--- config.mk ---
export PLATFORM = sky130hd
export DESIGN_NAME = dmem_bridge
export DESIGN_NICKNAME = d
export VERILOG_FILES = /design/src/rtl/dmem_pkg.sv /design/src/rtl/dmem_align.sv /design/src/rtl/dmem_bridge.sv
export SDC_FILE = /design/constraint.sdc
export NUM_CORES = 1
export LEC_CHECK = 0
export BUFFER_PORTS_ARGS = -buffer_cell sky130_fd_sc_hd__buf_2
export CAP_MARGIN = 25
export CORE_ASPECT_RATIO = 1.2
export CORE_MARGIN = 3
export CORE_UTILIZATION = 37
export DETAILED_ROUTE_END_ITERATION = 10
export PLACE_DENSITY = 0.65
export SLEW_MARGIN = 20
export SYNTH_ARGS = -nofsm -noshare
export SYNTH_HDL_FRONTEND = slang
export SYNTH_SLANG_ARGS = --single-unit
--- constraint.sdc ---
create_clock -name clk_in -period 4 [get_ports clk_in]
set_input_delay 0.4 -clock clk_in [delete_from_list [all_inputs] [get_ports clk_in]]
set_output_delay 0.4 -clock clk_in [all_outputs]
set_load 0.02 [all_outputs]
--- src/rtl/dmem_pkg.sv ---
// Shared types and constants for the data-memory bridge: access sizes, MMIO offsets,
// bridge state and the tag carried down the response pipeline.
package dmem_pkg;

  typedef enum logic [1:0] {
    SIZE_B = 2'b00,
    SIZE_H = 2'b01,
    SIZE_W = 2'b10
  } size_e;

  localparam logic [27:0] MMIO_CYCLE  = 28'h000_0000;
  localparam logic [27:0] MMIO_TOHOST = 28'h000_0004;

  typedef enum logic [0:0] {
    ST_RUN  = 1'b0,
    ST_HALT = 1'b1
  } state_e;

  typedef struct packed {
    logic        valid;
    logic        write;
    logic [1:0]  size;
    logic        uns;
    logic [1:0]  off;
    logic        mmio;
    logic        error;
    logic [31:0] mmio_rdata;
  } tag_t;

endpackage

--- src/rtl/dmem_align.sv ---
// Combinational lane logic: store byte-enables/lane replication and
// load lane extraction with sign or zero extension.
module dmem_align
  import dmem_pkg::*;
(
  input  logic [1:0]  st_size,
  input  logic [1:0]  st_off,
  input  logic [31:0] st_data,
  output logic [3:0]  st_we,
  output logic [31:0] st_lanes,
  input  logic [1:0]  ld_size,
  input  logic [1:0]  ld_off,
  input  logic        ld_uns,
  input  logic [31:0] ld_word,
  output logic [31:0] ld_data
);

  logic [31:0] shifted;

  always_comb begin
    st_we    = 4'b0000;
    st_lanes = st_data;
    case (st_size)
      SIZE_B: begin
        st_we    = 4'b0001 << st_off;
        st_lanes = {4{st_data[7:0]}};
      end
      SIZE_H: begin
        st_we    = st_off[1] ? 4'b1100 : 4'b0011;
        st_lanes = {2{st_data[15:0]}};
      end
      SIZE_W:  st_we = 4'b1111;
      default: st_we = 4'b0000;
    endcase
  end

  // Selected lane is brought down to bit 0 before extension.
  always_comb begin
    shifted = ld_word >> {ld_off, 3'b000};
    ld_data = shifted;
    case (ld_size)
      SIZE_B:  ld_data = ld_uns ? {24'h0, shifted[7:0]} : {{24{shifted[7]}}, shifted[7:0]};
      SIZE_H:  ld_data = ld_uns ? {16'h0, shifted[15:0]} : {{16{shifted[15]}}, shifted[15:0]};
      default: ld_data = shifted;
    endcase
  end

endmodule

--- src/rtl/dmem_bridge.sv ---
// Load/store bridge from the core to a byte-write BRAM with a fixed-latency
// in-order response pipeline and a small MMIO window (cycle counter, tohost).
module dmem_bridge
  import dmem_pkg::*;
#(
  parameter int          ADDR_WIDTH   = 16,
  parameter int          READ_LATENCY = 2,
  parameter logic [31:0] MMIO_BASE    = 32'h8000_0000
) (
  input  logic                  clk_in,
  input  logic                  rst_in,
  // Request handshake: a transfer happens in any cycle where req_valid_in && req_ready_out.
  input  logic                  req_valid_in,
  output logic                  req_ready_out,
  input  logic                  req_write_in,
  input  logic [31:0]           req_addr_in,
  input  logic [31:0]           req_wdata_in,
  input  logic [1:0]            req_size_in,
  input  logic                  req_unsigned_in,
  output logic                  rsp_valid_out,
  output logic [31:0]           rsp_rdata_out,
  output logic                  rsp_error_out,
  output logic [ADDR_WIDTH-3:0] mem_addr_out,
  output logic [31:0]           mem_wdata_out,
  output logic [3:0]            mem_we_out,
  output logic                  mem_en_out,
  input  logic [31:0]           mem_rdata_in,
  output logic                  tohost_valid_out,
  output logic [31:0]           tohost_data_out,
  output logic [31:0]           cycle_out,
  output state_e                state_out
);

  state_e      state_q;
  logic [31:0] cycle_q;
  logic        accept;
  logic        is_mmio;
  logic [27:0] mmio_off;
  logic        misaligned;
  logic        mmio_bad;
  logic        err;
  logic        tohost_wr;
  logic [3:0]  st_we;
  logic [31:0] st_lanes;
  logic [31:0] ld_data;
  tag_t        cur_tag;
  tag_t        last_tag;

  assign req_ready_out = !rst_in && (state_q == ST_RUN);
  assign accept        = req_valid_in && req_ready_out;
  assign is_mmio       = req_addr_in[31:28] == MMIO_BASE[31:28];
  assign mmio_off      = req_addr_in[27:0] - MMIO_BASE[27:0];

  always_comb begin
    case (req_size_in)
      SIZE_B:  misaligned = 1'b0;
      SIZE_H:  misaligned = req_addr_in[0];
      SIZE_W:  misaligned = req_addr_in[1:0] != 2'b00;
      default: misaligned = 1'b1;
    endcase
  end

  assign mmio_bad  = is_mmio && ((req_size_in != SIZE_W) ||
                                 ((mmio_off != MMIO_CYCLE) && (mmio_off != MMIO_TOHOST)));
  assign err       = misaligned || mmio_bad;
  assign tohost_wr = accept && is_mmio && !err && req_write_in && (mmio_off == MMIO_TOHOST);

  dmem_align u_align (
    .st_size  (req_size_in),
    .st_off   (req_addr_in[1:0]),
    .st_data  (req_wdata_in),
    .st_we    (st_we),
    .st_lanes (st_lanes),
    .ld_size  (last_tag.size),
    .ld_off   (last_tag.off),
    .ld_uns   (last_tag.uns),
    .ld_word  (mem_rdata_in),
    .ld_data  (ld_data)
  );

  assign mem_en_out    = accept && !is_mmio && !err;
  assign mem_we_out    = (mem_en_out && req_write_in) ? st_we : 4'b0000;
  assign mem_wdata_out = st_lanes;
  assign mem_addr_out  = req_addr_in[ADDR_WIDTH-1:2];

  // MMIO read data is captured at accept so later counter ticks do not leak in.
  always_comb begin
    cur_tag            = '0;
    cur_tag.valid      = accept;
    cur_tag.write      = req_write_in;
    cur_tag.size       = req_size_in;
    cur_tag.uns        = req_unsigned_in;
    cur_tag.off        = req_addr_in[1:0];
    cur_tag.mmio       = is_mmio;
    cur_tag.error      = err;
    cur_tag.mmio_rdata = (mmio_off == MMIO_CYCLE) ? cycle_q : tohost_data_out;
  end

  generate
    if (READ_LATENCY == 1) begin : g_lat1
      assign last_tag = cur_tag;
    end else begin : g_pipe
      tag_t pipe_q [READ_LATENCY-1];
      always_ff @(posedge clk_in or posedge rst_in) begin
        if (rst_in) begin
          for (int i = 0; i < READ_LATENCY - 1; i++) pipe_q[i] <= '0;
        end else begin
          pipe_q[0] <= cur_tag;
          for (int i = 1; i < READ_LATENCY - 1; i++) pipe_q[i] <= pipe_q[i-1];
        end
      end
      assign last_tag = pipe_q[READ_LATENCY-2];
    end
  endgenerate

  // The response register is the final pipeline stage; it samples BRAM data here.
  always_ff @(posedge clk_in or posedge rst_in) begin
    if (rst_in) begin
      rsp_valid_out <= 1'b0;
      rsp_error_out <= 1'b0;
      rsp_rdata_out <= '0;
    end else begin
      rsp_valid_out <= last_tag.valid;
      rsp_error_out <= last_tag.valid && last_tag.error;
      if (!last_tag.valid || last_tag.error || last_tag.write) rsp_rdata_out <= '0;
      else if (last_tag.mmio)                                  rsp_rdata_out <= last_tag.mmio_rdata;
      else                                                     rsp_rdata_out <= ld_data;
    end
  end

  always_ff @(posedge clk_in or posedge rst_in) begin
    if (rst_in) begin
      state_q          <= ST_RUN;
      cycle_q          <= '0;
      tohost_valid_out <= 1'b0;
      tohost_data_out  <= '0;
    end else begin
      if (state_q == ST_RUN) cycle_q <= cycle_q + 32'd1;
      if (tohost_wr) begin
        tohost_data_out <= req_wdata_in;
        if (req_wdata_in[0]) begin
          tohost_valid_out <= 1'b1;
          state_q          <= ST_HALT;
        end
      end
    end
  end

  assign cycle_out = cycle_q;
  assign state_out = state_q;

endmodule

Word-level counts from Yosys, hierarchy flattened
Cells that the tools add are included.
{"block": "totals", "register_bits": 140, "rom_bits": 0, "output_inout_bits": 152, "elab_cells": 62, "mem_bits_rw": 0, "n_memories": 0, "latch_bits": 0, "inputBits": 103}
{"block": "classes", "div": 0, "shift": 2, "multipliers": 0, "mux": 11, "n_bitwise": 1, "n_lt_le_gt_ge": 0, "n_eq_ne": 7, "n_addsub": 1, "reduce_logical": 26}
{"cell": "$mux 32", "n": 5}
{"cell": "$pmux 32 s2", "n": 2}
{"cell": "$add 32x1->32 const B", "n": 1}
{"cell": "$shr 32x5->32", "n": 1}
{"cell": "$eq 28x3->1 const B", "n": 1}
{"cell": "$logic_not 28->1", "n": 1}
{"cell": "$ne 28x3->1 const B", "n": 1}
{"cell": "$reduce_bool 28->1", "n": 1}
{"cell": "$logic_and 1x1->1", "n": 12}
{"cell": "$pmux 4 s3", "n": 1}
{"cell": "$mux 4", "n": 2}
{"cell": "$eq 2x1->1 const B", "n": 2}
{"cell": "$eq 4x4->1 const B", "n": 1}
{"cell": "$logic_not 1->1", "n": 4}
{"cell": "$logic_not 2->1", "n": 2}
{"cell": "$logic_or 1x1->1", "n": 4}
{"cell": "$shl 1x2->4 const A", "n": 1}
{"cell": "$pmux 1 s3", "n": 1}
{"cell": "$eq 2x2->1 const B", "n": 1}
{"cell": "$ne 2x2->1 const B", "n": 1}
{"cell": "$reduce_and 2->1", "n": 1}
{"cell": "$reduce_bool 2->1", "n": 1}
{"cell": "$not 1->1", "n": 1}

Depth between registers and ports, before layout
Gate-level depths: netlist of run 1.
{"block": "depth", "ltp_word": 10, "depth_mapped": 7}

Modules after synthesis
Synthesis of run 1 repeated with hierarchy kept, for this count alone.
{"block": "hier_totals", "hier_cells": 589, "area_unflattened_um2": 6831.6}
{"mod": "dmem_bridge", "area_each_um2": 5652.9, "n_inst": 1, "cells_per_inst": 415}
{"mod": "dmem_align", "area_each_um2": 1178.6, "n_inst": 1, "cells_per_inst": 174}

Least setup slack after synthesis of run 1
No wires, ideal clock.
{"block": "synth_timing", "path_type": "register to register", "startpoint": "register state_q (netlist: state_out)", "endpoint": "register tohost_data_out[12]", "synth_period_minus_slack_ns": 2.142, "t_arrival_ns": 2.017, "path_stages_with_launch": 7, "path_buffers": 2, "slack_ns": 1.858, "path_cell_list": "dfrtp_1 buf_4 nor3b_4 o2111ai_2 nor4_4 buf_6 mux2_4"}
{"block": "synth_between", "elab_chain_cells": 7}
{"element": "start: declaration", "line": "dmem_bridge.sv:34", "source": "state_e state_q;"}
{"element": "start signal: assignment", "line": "dmem_bridge.sv:133", "source": "state_q <= ST_RUN;"}
{"element": "start signal: assignment", "line": "dmem_bridge.sv:143", "source": "state_q <= ST_HALT;"}
{"element": "$not 1->1"}
{"element": "$logic_and 1x1->1", "line": "dmem_bridge.sv:49", "source": "assign req_ready_out = !rst_in && (state_q == ST_RUN);"}
{"element": "$logic_and 1x1->1", "line": "dmem_bridge.sv:50", "source": "assign accept = req_valid_in && req_ready_out;"}
{"element": "net accept", "line": "dmem_bridge.sv:36", "source": "logic accept;"}
{"element": "$logic_and 1x1->1 (4 in series)", "line": "dmem_bridge.sv:66", "source": "assign tohost_wr = accept && is_mmio && !err && req_write_in && (mmio_off == MMIO_TOHOST);"}
{"element": "end signal: assignment", "line": "dmem_bridge.sv:140", "source": "tohost_data_out <= req_wdata_in;"}
{"element": "end: declaration", "line": "dmem_bridge.sv:29", "source": "output logic [31:0] tohost_data_out,"}
The timed path passes the listed nets, and every way through them passes these cells.
A chain may end at the register's enable or synchronous reset.

Worst setup path after layout of run 1
{"block": "layout_timing", "startpoint": "input req_size_in[1]", "endpoint": "output mem_wdata_out[8]"}
{"block": "layout_between", "elab_chain_cells": 2}
{"element": "start: declaration", "line": "dmem_bridge.sv:18", "source": "input logic [1:0] req_size_in,"}
{"element": "$eq 2x1->1 or $logic_not 2->1 (tied branches)", "line": "dmem_align.sv:23", "source": "case (st_size)"}
{"element": "$pmux 32 s2 (*)", "line": "dmem_align.sv:23"}
{"element": "end: declaration", "line": "dmem_bridge.sv:24", "source": "output logic [31:0] mem_wdata_out,"}
Mark *: on every way between the ends. The rest lies on a longest branch, timed or not.

==> results of run 1 <==
## cell type report
type / instances / share of cell area
flip-flops and latches: 140 / 0.393
multi-input cells: 361 / 0.335
repair buffers: 261 / 0.152
clock buffers: 22 / 0.0543
well taps: 252 / 0.0353
clock inverters: 10 / 0.0181
inverters: 28 / 0.0122
## synthesized netlist by cell type (4+ instances only)
cell / n / share of area
sky130_fd_sc_hd__dfrtp_1: 140 / 0.51
sky130_fd_sc_hd__mux2_2: 58 / 0.094
sky130_fd_sc_hd__nand2_1: 51 / 0.028
sky130_fd_sc_hd__mux2_4: 29 / 0.063
sky130_fd_sc_hd__inv_1: 28 / 0.015
sky130_fd_sc_hd__a221oi_1: 24 / 0.030
sky130_fd_sc_hd__buf_4: 24 / 0.026
sky130_fd_sc_hd__xnor2_1: 21 / 0.027
sky130_fd_sc_hd__mux2i_1: 20 / 0.029
sky130_fd_sc_hd__clkbuf_1: 19 / 0.010
sky130_fd_sc_hd__a21oi_1: 13 / 0.0094
sky130_fd_sc_hd__nand3_1: 13 / 0.0094
sky130_fd_sc_hd__nand4_1: 12 / 0.011
sky130_fd_sc_hd__nor2_1: 12 / 0.0065
sky130_fd_sc_hd__nor2b_1: 12 / 0.011
sky130_fd_sc_hd__nor4_1: 10 / 0.0090
sky130_fd_sc_hd__xor2_1: 10 / 0.013
sky130_fd_sc_hd__o21ai_0: 9 / 0.0065
sky130_fd_sc_hd__a211o_1: 7 / 0.0088
sky130_fd_sc_hd__a211oi_1: 7 / 0.0076
sky130_fd_sc_hd__nor3_1: 7 / 0.0051
sky130_fd_sc_hd__o2bb2ai_1: 7 / 0.0088
sky130_fd_sc_hd__and4_1: 6 / 0.0076
sky130_fd_sc_hd__buf_2: 6 / 0.0043
sky130_fd_sc_hd__nand2b_1: 6 / 0.0054
sky130_fd_sc_hd__buf_1: 4 / 0.0022
## per-stage QoR
step / util / power [W]
2_1_floorplan: - / 0.00166
3_3_place_gp: 0.450 / 0.00179
3_5_place_dp: 0.451 / 0.00180
4_1_cts: 0.487 / 0.00350
5_1_grt: 0.487 / 0.00359
6_report: 0.487 / 0.00346
## layer usage
metal  GRT usage  up-vias  wire (um)
met1       0.286     2600       9260
met4      0.0706        0        475
met5           0        -          0
met3      0.0497       31       1360
met2       0.313      233      10100
li1            -     2520          -
## cell usage in the layout, fill, tap and decap left out, types with 4 or more instances in the layout
| cell | netlist | final |
|---|---|---|
| sky130_fd_sc_hd__nor2b_1 | 12 | 12 |
| sky130_fd_sc_hd__nand2_1 | 51 | 51 |
| sky130_fd_sc_hd__mux2_4 | 29 | 29 |
| sky130_fd_sc_hd__clkbuf_8 | 0 | 4 |
| sky130_fd_sc_hd__and4_1 | 6 | 6 |
| sky130_fd_sc_hd__inv_1 | 28 | 27 |
| sky130_fd_sc_hd__buf_2 | 6 | 254 |
| sky130_fd_sc_hd__nand2b_1 | 6 | 6 |
| sky130_fd_sc_hd__mux2_2 | 58 | 58 |
| sky130_fd_sc_hd__bufinv_16 | 0 | 4 |
| sky130_fd_sc_hd__o2bb2ai_1 | 7 | 7 |
| sky130_fd_sc_hd__a211oi_1 | 7 | 7 |
| sky130_fd_sc_hd__o21ai_0 | 9 | 9 |
| sky130_fd_sc_hd__nor2_1 | 12 | 12 |
| sky130_fd_sc_hd__nor3_1 | 7 | 7 |
| sky130_fd_sc_hd__nand4_1 | 12 | 12 |
| sky130_fd_sc_hd__a21oi_1 | 13 | 13 |
| sky130_fd_sc_hd__a221oi_1 | 24 | 24 |
| sky130_fd_sc_hd__clkinvlp_4 | 0 | 4 |
| sky130_fd_sc_hd__mux2i_1 | 20 | 20 |
| sky130_fd_sc_hd__clkbuf_16 | 0 | 17 |
| sky130_fd_sc_hd__dfrtp_1 | 140 | 140 |
| sky130_fd_sc_hd__nand3_1 | 13 | 13 |
| sky130_fd_sc_hd__nor4_1 | 10 | 10 |
| sky130_fd_sc_hd__xnor2_1 | 21 | 21 |
| sky130_fd_sc_hd__a211o_1 | 7 | 7 |
| sky130_fd_sc_hd__xor2_1 | 10 | 10 |
## cell families after synthesis
family | Yosys count
simple gates | 144
buf+inv | 84
compound gates | 75
flops | 140
xor+xnor | 31
mux | 110
fa+ha+maj | 1
## critical path: stages
cell,delay (ps)
sky130_fd_sc_hd__buf_2,290
sky130_fd_sc_hd__nor2_1,710
sky130_fd_sc_hd__mux2_2,410
sky130_fd_sc_hd__buf_2,160
## worst min path at each step
stage                            startpoint                 to  slack [ps]  cells after the start
after floorplan           g_pipe.pipe_q[40]      rsp_valid_out         370                      0
after global placement    g_pipe.pipe_q[40]      rsp_valid_out         380                      0
after detailed placement  g_pipe.pipe_q[40]      rsp_valid_out         380                      0
after CTS                   req_unsigned_in  g_pipe.pipe_q[36]          60                      1
after global routing        req_unsigned_in  g_pipe.pipe_q[36]          70                      1
final                       req_unsigned_in  g_pipe.pipe_q[36]          80                      1
## registers in the layout, summed over array words and instances (netlist names)
signal and cells:
g_pipe.pipe_q 41, cycle_out 32, rsp_rdata_out 32, tohost_data_out 32
rsp_error_out 1, rsp_valid_out 1, state_out 1
## power breakdown
group	internal, W	total (W)	switching [W]	leakage (nW)
combinational	0.000126	0.000335	0.000209	2.32
sequential	0.00143	0.00143	0.00000754	1.92
clock	0.00111	0.00169	0.000585	0.308
==> results.sh, run 1 <==
export IMPL_status="completed"
export IMPL_cts_resized=0
export IMPL_placedCellCount=1041
export IMPL_ys_seq_area_frac=0.506
export IMPL_postCtsSetupRepairBufs=0
export IMPL_grt_setup_unrepaired="no"
export IMPL_cts_tree="yes"
export IMPL_final_setup_tns_ps=0
export IMPL_synth_edff_count=0
export IMPL_area_overhead_of_the_layout_relative_to_synthesis_pct=28.8
export IMPL_diodes=0
export IMPL_hold_violations=0
export IMPL_setup_worst_path_class="input pin to output port"
export IMPL_startpoint_of_the_worst_register_to_register_path="state_out"
export IMPL_ctsLongestPathBuffers=2
export IMPL_final_area_mm2=0.00892
export IMPL_end_kind="output port"
export IMPL_final_setup_viol_count=0
export IMPL_drv_cap=0
export IMPL_yosys_cell_types_count=46
export IMPL_achievable_freq_ghz=0.416
export IMPL_route_detailed_vias_per_inst=5.01
export IMPL_postRouteAntennaNets=0
export IMPL_floorplan_core_area_mm2=0.0183
export IMPL_drc=0
export IMPL_cts_clk_pin_slew_worst_paths_ps=60
export IMPL_largest_net_degree_at_the_start_of_global_routing=141
export IMPL_place_area_mm2=0.00826
export IMPL_synthArstFlopShare=1.00
export IMPL_path_max_fanout=32
export IMPL_floorplan_io_pins=255
export IMPL_layout_worst_path_cycle_share=0.601
export IMPL_main_combinational_cell_family_by_area_after_synthesis="multiplexers"
export IMPL_die_h_um=156
export IMPL_r2r_end="tohost_data_out[0]"
export IMPL_yosys_area_share_adder=0.00181
export IMPL_timing_critical_path_arrival_ps=2000
export IMPL_die_area_mm2=0.0204
export IMPL_row_count=54
export IMPL_power_leakage_nw=4.55
export IMPL_io_buf_count=254
export IMPL_1st_pass_router_iterations=5
export IMPL_buffer_cell_driving_the_clock_tree_root="sky130_fd_sc_hd__clkbuf_16"
export IMPL_critPathCapture="mem_wdata_out[8]"
export IMPL_multiInputGateArea_mm2=0.00299
export IMPL_synthMuxAreaShare=0.192
export IMPL_power_ir_vdd_worst_mv=0.290
export IMPL_globalRoute_totalOverflow=0
export IMPL_synth_cells=585
export IMPL_cp_data_required_time_ps=3600
export IMPL_gp_routability_congestion=0.888
export IMPL_rr_worst_depth=5
export IMPL_grt_pass1_vias=5329
export IMPL_relSlewSlack=0.458
export IMPL_start_kind="input pin"
export IMPL_main_synth_ff_type="sky130_fd_sc_hd__dfrtp_1"
export IMPL_fin_worst_hold_slack_ps=84.9
export IMPL_cts_num_sinks=140
export IMPL_cts_hold_buf=0
export IMPL_detail_route_iter0_violations=345
export IMPL_global_route_usage_total=0.205
export IMPL_worst_setup_path_startpoint="req_size_in[1]"
export IMPL_synth_avg_cell_area_um2=11.8
export IMPL_power_density_mw_per_mm2=388
export IMPL_grt_antenna_before_repair=0
export IMPL_num_nets_final=913
export IMPL_route_vias_total=5384
export IMPL_final_min_clock_period_ps=2400
export IMPL_max_slew_worst_pin_slew_ps=810
export IMPL_synth_cell_area_mm2=0.00693
export IMPL_drive_above_1_share=0.477
export IMPL_maxSlewViolCount=0
export IMPL_synthesized_area_fraction_occupied_by_ao_oa_aoi_and_oai_cells=0.0825
export IMPL_layout_area_seq_mm2=0.00350
export IMPL_htreeDepth=4
export IMPL_final_fill_count=1713
export IMPL_totalWireLength_um=21100
export IMPL_synth_simple_gate_area_frac=0.116
export IMPL_preCtsSetupSlack_ps=1330
export IMPL_grt_pass1_wl_um=31500
export IMPL_mappedNetlistNets=689
export IMPL_synth_seq_cells=140
export IMPL_cts_inserted_buffers=17
export IMPL_layout_cells_non_filler=1074
export IMPL_clock_skew_ps=5.74
export IMPL_initial_utilization=0.379
export IMPL_detail_placement_hpwl_um=15800
export IMPL_rrSetupSlack_ps=1630
export IMPL_post_route_worst_setup_slack_ps=1600
export IMPL_synth_warnings=0
export IMPL_width_of_the_die_um=131
export IMPL_hold_path_class="input pin to register"
export IMPL_post_drt_wl_per_cell_um=19.7
export IMPL_synth_xor_area_share=0.0392
export IMPL_clk_insertion_delay_late_ps=420
No activity file was read; power rests on OpenSTA's default activity.
==> run 2: changes to the inputs <==
ABC_AREA = 1   (was not set)
PLACE_DENSITY = not set   (was 0.65)
clock period = 2.1 ns   (was 4 ns; I/O delays follow)
==> results.sh, run 2 <==
export IMPL_status="finished, violations left"
export IMPL_failing_checks="negative hold slack"
export IMPL_buffer_cell_driving_the_clock_tree_root="sky130_fd_sc_hd__clkbuf_16"
export IMPL_synth_warnings=0
export IMPL_largest_register_ff_count=41
export IMPL_totalWireLength_um=23300
export IMPL_diodes=0
export IMPL_largest_register="g_pipe.pipe_q"
export IMPL_crit_family="buffers and inverters"
export IMPL_die_h_um=159
export IMPL_die_area_mm2=0.0212
export IMPL_startpoint_of_the_worst_register_to_register_path="cycle_out[1]"
export IMPL_post_drt_wl_per_cell_um=16.5
export IMPL_path_max_fanout=6
export IMPL_synth_cell_area_mm2=0.00720
export IMPL_yosys_cell_types_count=35
export IMPL_ys_seq_area_frac=0.486
export IMPL_floorplan_io_pins=255
export IMPL_grt_pass1_vias=6855
export IMPL_start_kind="input pin"
export IMPL_maxSlewViolCount=0
export IMPL_cp_buffers_inverters=4
export IMPL_synth_edff_count=0
export IMPL_final_cell_mix="282 x sky130_fd_sc_hd__nand2_1, 254 x sky130_fd_sc_hd__buf_2, 139 x sky130_fd_sc_hd__dfrtp_1"
export IMPL_mostFrequentLayoutCell="sky130_fd_sc_hd__nand2_1"
export IMPL_drv_cap=0
export IMPL_grt_pass1_wl_um=36700
export IMPL_power_ir_vdd_worst_mv=0.558
export IMPL_cts_inserted_buffers=17
export IMPL_1st_pass_router_iterations=5
export IMPL_synth_top_cells_by_area="sky130_fd_sc_hd__dfrtp_1 49%, sky130_fd_sc_hd__nand2_1 15%, sky130_fd_sc_hd__inv_1 5.4%, sky130_fd_sc_hd__o21ai_0 3.9%, sky130_fd_sc_hd__nand4_1 3.6%"
export IMPL_clock_skew_ps=8.59
export IMPL_cts_clk_pin_slew_worst_paths_ps=60
export IMPL_grt_setup_unrepaired="yes"
export IMPL_hold_violations=1
export IMPL_layout_worst_path_cycle_share=0.948
export IMPL_place_area_mm2=0.00867
export IMPL_floorplan_core_area_mm2=0.0190
export IMPL_netlist_top_cell_by_area="sky130_fd_sc_hd__dfrtp_1"
export IMPL_global_route_usage_total=0.221
export IMPL_final_area_mm2=0.00931
export IMPL_grt_antenna_before_repair=0
export IMPL_synth_avg_cell_area_um2=7.98
export IMPL_postCtsSetupRepairBufs=0
export IMPL_fin_worst_hold_slack_ps=-5.03
export IMPL_p_int_w=0.00462
export IMPL_critical_path_top_cell_by_count="sky130_fd_sc_hd__buf_2"
export IMPL_main_synth_ff_type="sky130_fd_sc_hd__dfrtp_1"
export IMPL_setup_worst_path_class="input pin to output port"
export IMPL_ctsLongestPathBuffers=2
export IMPL_share_comb_of_total_power=0.103
export IMPL_io_buf_count=254
export IMPL_synthTopCellsByCount="282 x sky130_fd_sc_hd__nand2_1, 140 x sky130_fd_sc_hd__dfrtp_1, 104 x sky130_fd_sc_hd__inv_1, 56 x sky130_fd_sc_hd__o21ai_0, 41 x sky130_fd_sc_hd__nand4_1"
export IMPL_route_vias_total=6840
export IMPL_post_synth_top_count_cell="sky130_fd_sc_hd__nand2_1"
export IMPL_drc=0
export IMPL_achievable_freq_ghz=0.502
export IMPL_power_density_mw_per_mm2=668
export IMPL_initial_utilization=0.379
export IMPL_main_combinational_cell_family_by_area_after_synthesis="simple AND/OR/NAND/NOR gates"
export IMPL_postRouteAntennaNets=0
export IMPL_final_setup_viol_count=0
export IMPL_rrSetupSlack_ps=270
export IMPL_synth_cells=903
export IMPL_globalRoute_totalOverflow=0
export IMPL_max_slew_worst_pin_slew_ps=900
export IMPL_power_frac_seq=0.437
export IMPL_synthArstFlopShare=1.00
export IMPL_synthMuxAreaShare=0
export IMPL_route_detailed_vias_per_inst=4.84
export IMPL_detail_route_iter0_violations=333
export IMPL_critical_path_slowest_cell="sky130_fd_sc_hd__dlygate4sd3_1"
export IMPL_synth_seq_cells=140
export IMPL_synth_simple_gate_area_frac=0.262
export IMPL_clk_insertion_delay_late_ps=420
export IMPL_synth_xor_area_share=0.0316
export IMPL_slowest_delay_ps=530
export IMPL_final_min_clock_period_ps=1990
export IMPL_drive_above_1_share=0.294
export IMPL_row_count=55
export IMPL_cts_num_sinks=140
export IMPL_detail_placement_hpwl_um=18200
export IMPL_yosys_area_share_adder=0.00174
export IMPL_relSlewSlack=0.398
export IMPL_htreeDepth=4
export IMPL_layout_core_utilization=0.490
export IMPL_synthesized_area_fraction_occupied_by_ao_oa_aoi_and_oai_cells=0.109
export IMPL_timing_critical_path_arrival_ps=1780
export IMPL_mappedNetlistNets=1007
export IMPL_width_of_the_die_um=133
export IMPL_cp_data_required_time_ps=1890
export IMPL_cts_tree="yes"
export IMPL_switching_share=0.256
export IMPL_largest_net_degree_at_the_start_of_global_routing=141
export IMPL_power_leakage_nw=5.38
export IMPL_hold_path_class="input pin to async pin"
export IMPL_power_net_switching_w=0.00159
export IMPL_num_nets_final=1247
export IMPL_area_overhead_of_the_layout_relative_to_synthesis_pct=29.2
export IMPL_timing_critical_path_cells="dlygate4sd3_1, buf_2, inv_2, a21oi_1, a21oi_2, nand2_1, nor3_2, buf_2"
export IMPL_gp_routability_congestion=0.936
export IMPL_synth_top_area_frac=0.486
export IMPL_worst_setup_path_startpoint="req_size_in[0]"
export IMPL_end_kind="output port"
export IMPL_clkPwrFrac=0.461
export IMPL_final_setup_tns_ps=0
==> run 2: changes by cell type after synthesis, sizes merged, moves of 18 or more <==
cell / previous run / this run
nor2: 12 / 42
o21ai: 9 / 56
o211ai: 0 / 23
mux2i: 20 / 0
xnor2: 21 / 3
nand4: 12 / 43
nand2: 51 / 283
inv: 28 / 108
nand3: 13 / 41
a221oi: 24 / 0
mux2: 89 / 0
==> run 2: repair_timing <==
action,4_1_cts,5_1_grt
setup endpoints to repair,0,5
hold buffers,5,0
gates resized for setup,0,5
endpoints found under the hold margin,5,0
==> run 2: area by class of cell <==
| class | instances | area [um^2] |
|---|---|---|
| Sequential cell | 140 | 3500 |
| Clock buffer | 21 | 460 |
| Clock inverter | 11 | 110 |
| Inverter | 108 | 409 |
| Fill cell | 1948 | 9690 |
| Multi-Input combinational cell | 587 | 2930 |
| Timing Repair Buffer | 289 | 1570 |
| Tap cell | 256 | 320 |
==> run 2: worst reg2reg max path, delay by kind of cell, from the launching register on <==
| kind | cells | cell delay (ps) |
|---|---|---|
| AND/OR/NAND/NOR | 7 | 950 |
| adder cells (fa/ha/maj) | 1 | 240 |
| flip-flops | 1 | 420 |
| buffers and inverters | 1 | 120 |
==> run 2: cell families after synthesis <==
logic type	count (synthesis)
and+or+nand+nor	427
buffers and inverters	176
DFF	140
AOI/OAI and AO/OA	133
xor gates and xnor gates	26
adders and majority gates	1
==> run 2: metrics by stage <==
step | std cells | setup slack (ps) | power (W)
floorplan | 903 | 141 | 0.00313
global placement | 1375 | 282 | 0.00340
detailed placement | 1375 | 263 | 0.00339
CTS | 1412 | 38.5 | 0.00630
global route | 1412 | 0.868 | 0.00647
finish | 1412 | 109 | 0.00622
==> run 2: worst paths after layout <==
kind | end | cells after the start
min | rsp_error_out | 3
max | mem_en_out | 8
min in group clk_in | tohost_data_out[19] | 3
max reg2reg | cycle_out[30] | 9
min reg2reg | rsp_valid_out | 0
max in group asynchronous | state_out | 3
==> run 2: power by group through the flow <==
stage,combinational [W],sequential [W],clock (W)
final,0.000639,0.00271,0.00286
after global routing,0.000705,0.00271,0.00305
after CTS,0.000643,0.00271,0.00294
after detailed placement,0.000632,0.00276,0
after global placement,0.000636,0.00276,0
after floorplan,0.000371,0.00276,0
==> run 2: layer usage <==
metal	global-route usage	wire length [um]
met5	0	0
met4	0.0917	769
met3	0.0488	1450
met2	0.370	11300
met1	0.275	9800
==> run 3: changes to the inputs <==
MAX_ROUTING_LAYER = met4   (was not set)
==> results.sh, run 3 (synthesized netlist as in run 2, its figures left out) <==
export IMPL_drc=0
export IMPL_metal3_wl_um=1530
export IMPL_postRouteAntennaNets=0
export IMPL_diodes=0
export IMPL_totalWireLength_um=23300
export IMPL_rrSetupSlack_ps=260
export IMPL_die_area_mm2=0.0212
export IMPL_io_buf_count=254
export IMPL_timing_critical_path_cells="nor2_2, nand2_1, nor2_1, nand3_1, nor2_1, buf_2"
export IMPL_achievable_freq_ghz=0.510
export IMPL_sum_of_routed_wire_segments_on_met1_um=9840
export IMPL_grt_pass1_wl_um=36700
export IMPL_setup_worst_path_class="register to output port"
export IMPL_power_density_mw_per_mm2=697
export IMPL_htreeDepth=4
export IMPL_globalRoute_totalOverflow=0
export IMPL_num_nets_final=1251
export IMPL_buffer_cell_driving_the_clock_tree_root="sky130_fd_sc_hd__clkbuf_16"
export IMPL_grt_pass1_vias=6826
export IMPL_layout_core_utilization=0.496
export IMPL_critical_path_slowest_cell="sky130_fd_sc_hd__dfrtp_2"
export IMPL_timing_critical_path_arrival_ps=1750
export IMPL_row_count=55
export IMPL_hold_violations=0
export IMPL_worst_setup_path_startpoint="state_out"
export IMPL_wl_met2_um=11200
export IMPL_maxSlewViolCount=0
export IMPL_floorplan_core_area_mm2=0.0190
export IMPL_top_metal_layer_carrying_routed_signals="met4"
export IMPL_power_leakage_nw=5.44
export IMPL_path_max_fanout=6
export IMPL_die_h_um=159
export IMPL_largest_register_ff_count=41
export IMPL_initial_utilization=0.379
export IMPL_max_slew_worst_pin_slew_ps=899
export IMPL_power_ir_vdd_worst_mv=0.559
export IMPL_route_vias_total=6908
export IMPL_drv_cap=0
export IMPL_hold_path_class="input pin to register"
export IMPL_slowest_delay_ps=490
export IMPL_cts_num_sinks=140
export IMPL_grt_antenna_before_repair=0
export IMPL_hold_start="req_wdata_in[29]"
export IMPL_end_kind="output port"
export IMPL_clk_insertion_delay_late_ps=420
export IMPL_relSlewSlack=0.398
export IMPL_largest_net_degree_at_the_start_of_global_routing=58
export IMPL_cts_clk_pin_slew_worst_paths_ps=60
export IMPL_width_of_the_die_um=133
export IMPL_final_fill_count=1929
export IMPL_detail_placement_hpwl_um=18600
export IMPL_final_setup_tns_ps=0
export IMPL_critical_path_top_cell_by_count="sky130_fd_sc_hd__nor2_1"
export IMPL_global_route_usage_total=0.229
export IMPL_start_kind="register"
export IMPL_postCtsSetupRepairBufs=0
export IMPL_largest_register="g_pipe.pipe_q"
export IMPL_ctsLongestPathBuffers=2
export IMPL_detail_route_iter0_violations=405
export IMPL_route_detailed_vias_per_inst=4.88
export IMPL_area_overhead_of_the_layout_relative_to_synthesis_pct=30.7
export IMPL_layout_worst_path_cycle_share=0.934
export IMPL_gp_routability_congestion=0.945
export IMPL_drive_above_1_share=0.293
export IMPL_final_cell_mix="282 x sky130_fd_sc_hd__nand2_1, 254 x sky130_fd_sc_hd__buf_2, 139 x sky130_fd_sc_hd__dfrtp_1"
export IMPL_final_setup_viol_count=0
export IMPL_clock_skew_ps=7.97
export IMPL_grt_setup_unrepaired="no"
export IMPL_1st_pass_router_iterations=5
export IMPL_mostFrequentLayoutCell="sky130_fd_sc_hd__nand2_1"
export IMPL_status="completed"
export IMPL_cp_data_required_time_ps=1890
export IMPL_final_min_clock_period_ps=1960
export IMPL_floorplan_io_pins=255
export IMPL_cts_tree="yes"
export IMPL_post_drt_wl_per_cell_um=16.5
export IMPL_startpoint_of_the_worst_register_to_register_path="cycle_out[3]"
export IMPL_cts_inserted_buffers=17
run 3: worst paths after layout:
kind / to / depth (start not counted)
min in group asynchronous: cycle_out[3] / 3
setup / recovery: mem_we_out[0] / 6
max in group asynchronous: rsp_rdata_out[25] / 4
hold reg to reg: rsp_valid_out / 0
setup reg to reg: cycle_out[21] / 8
hold / removal: tohost_data_out[29] / 3
run 3: area by class of cell:
type	instances	area [um^2]	share of cell area
inverter	108	409	0.0435
clock buffer	19	443	0.0471
sequential	140	3500	0.372
clock inverter	13	189	0.0201
timing repair buffer	293	1630	0.173
multi-input combinational	587	2920	0.310
tap	256	320	0.0340
run 3: per-stage QoR:
stage | hold slack (ps) | total power (W) | setup WS [ps] | instance area [um^2] | instances
3_5_place_dp | 306 | 0.00341 | 179 | 8720 | 1378
6_report | 47.3 | 0.00656 | 139 | 9410 | 1416
5_1_grt | 50.3 | 0.00682 | 4.53 | 9410 | 1416
2_1_floorplan | 241 | 0.00313 | 141 | 7210 | 903
3_3_place_gp | 304 | 0.00341 | 248 | 8720 | 1378
4_1_cts | 28.5 | 0.00664 | 43.1 | 9410 | 1416
run 3: worst max-delay path, delay by kind of cell, from the launching register on:
family	cells	cell delay, ps
AND/OR/NAND/NOR	5	660
flip-flops	1	490
buffers and inverters	1	180
run 3: metal layers:
| metal | global-route usage | vias to the layer above |
|---|---|---|
| li1 | - | 3386 |
| met1 | 0.285 | 3147 |
| met2 | 0.365 | 327 |
| met3 | 0.0412 | 48 |
| met4 | 0.0982 | 0 |
| met5 | - | - |
run 3: repair_timing:
item / CTS / global route
setup endpoints to repair: 0 / 4
hold endpoints to repair: 23 / 0
hold buffers: 6 / 0
resized for setup: 0 / 1
run 3: where the power goes:
| group | internal (W) | switching [W] | leakage (nW) | total (W) |
|---|---|---|---|---|
| logic | 0.000224 | 0.000425 | 3.20 | 0.000649 |
| clock network | 0.00203 | 0.00117 | 0.304 | 0.00319 |
| registers | 0.00271 | 0.00000912 | 1.93 | 0.00272 |
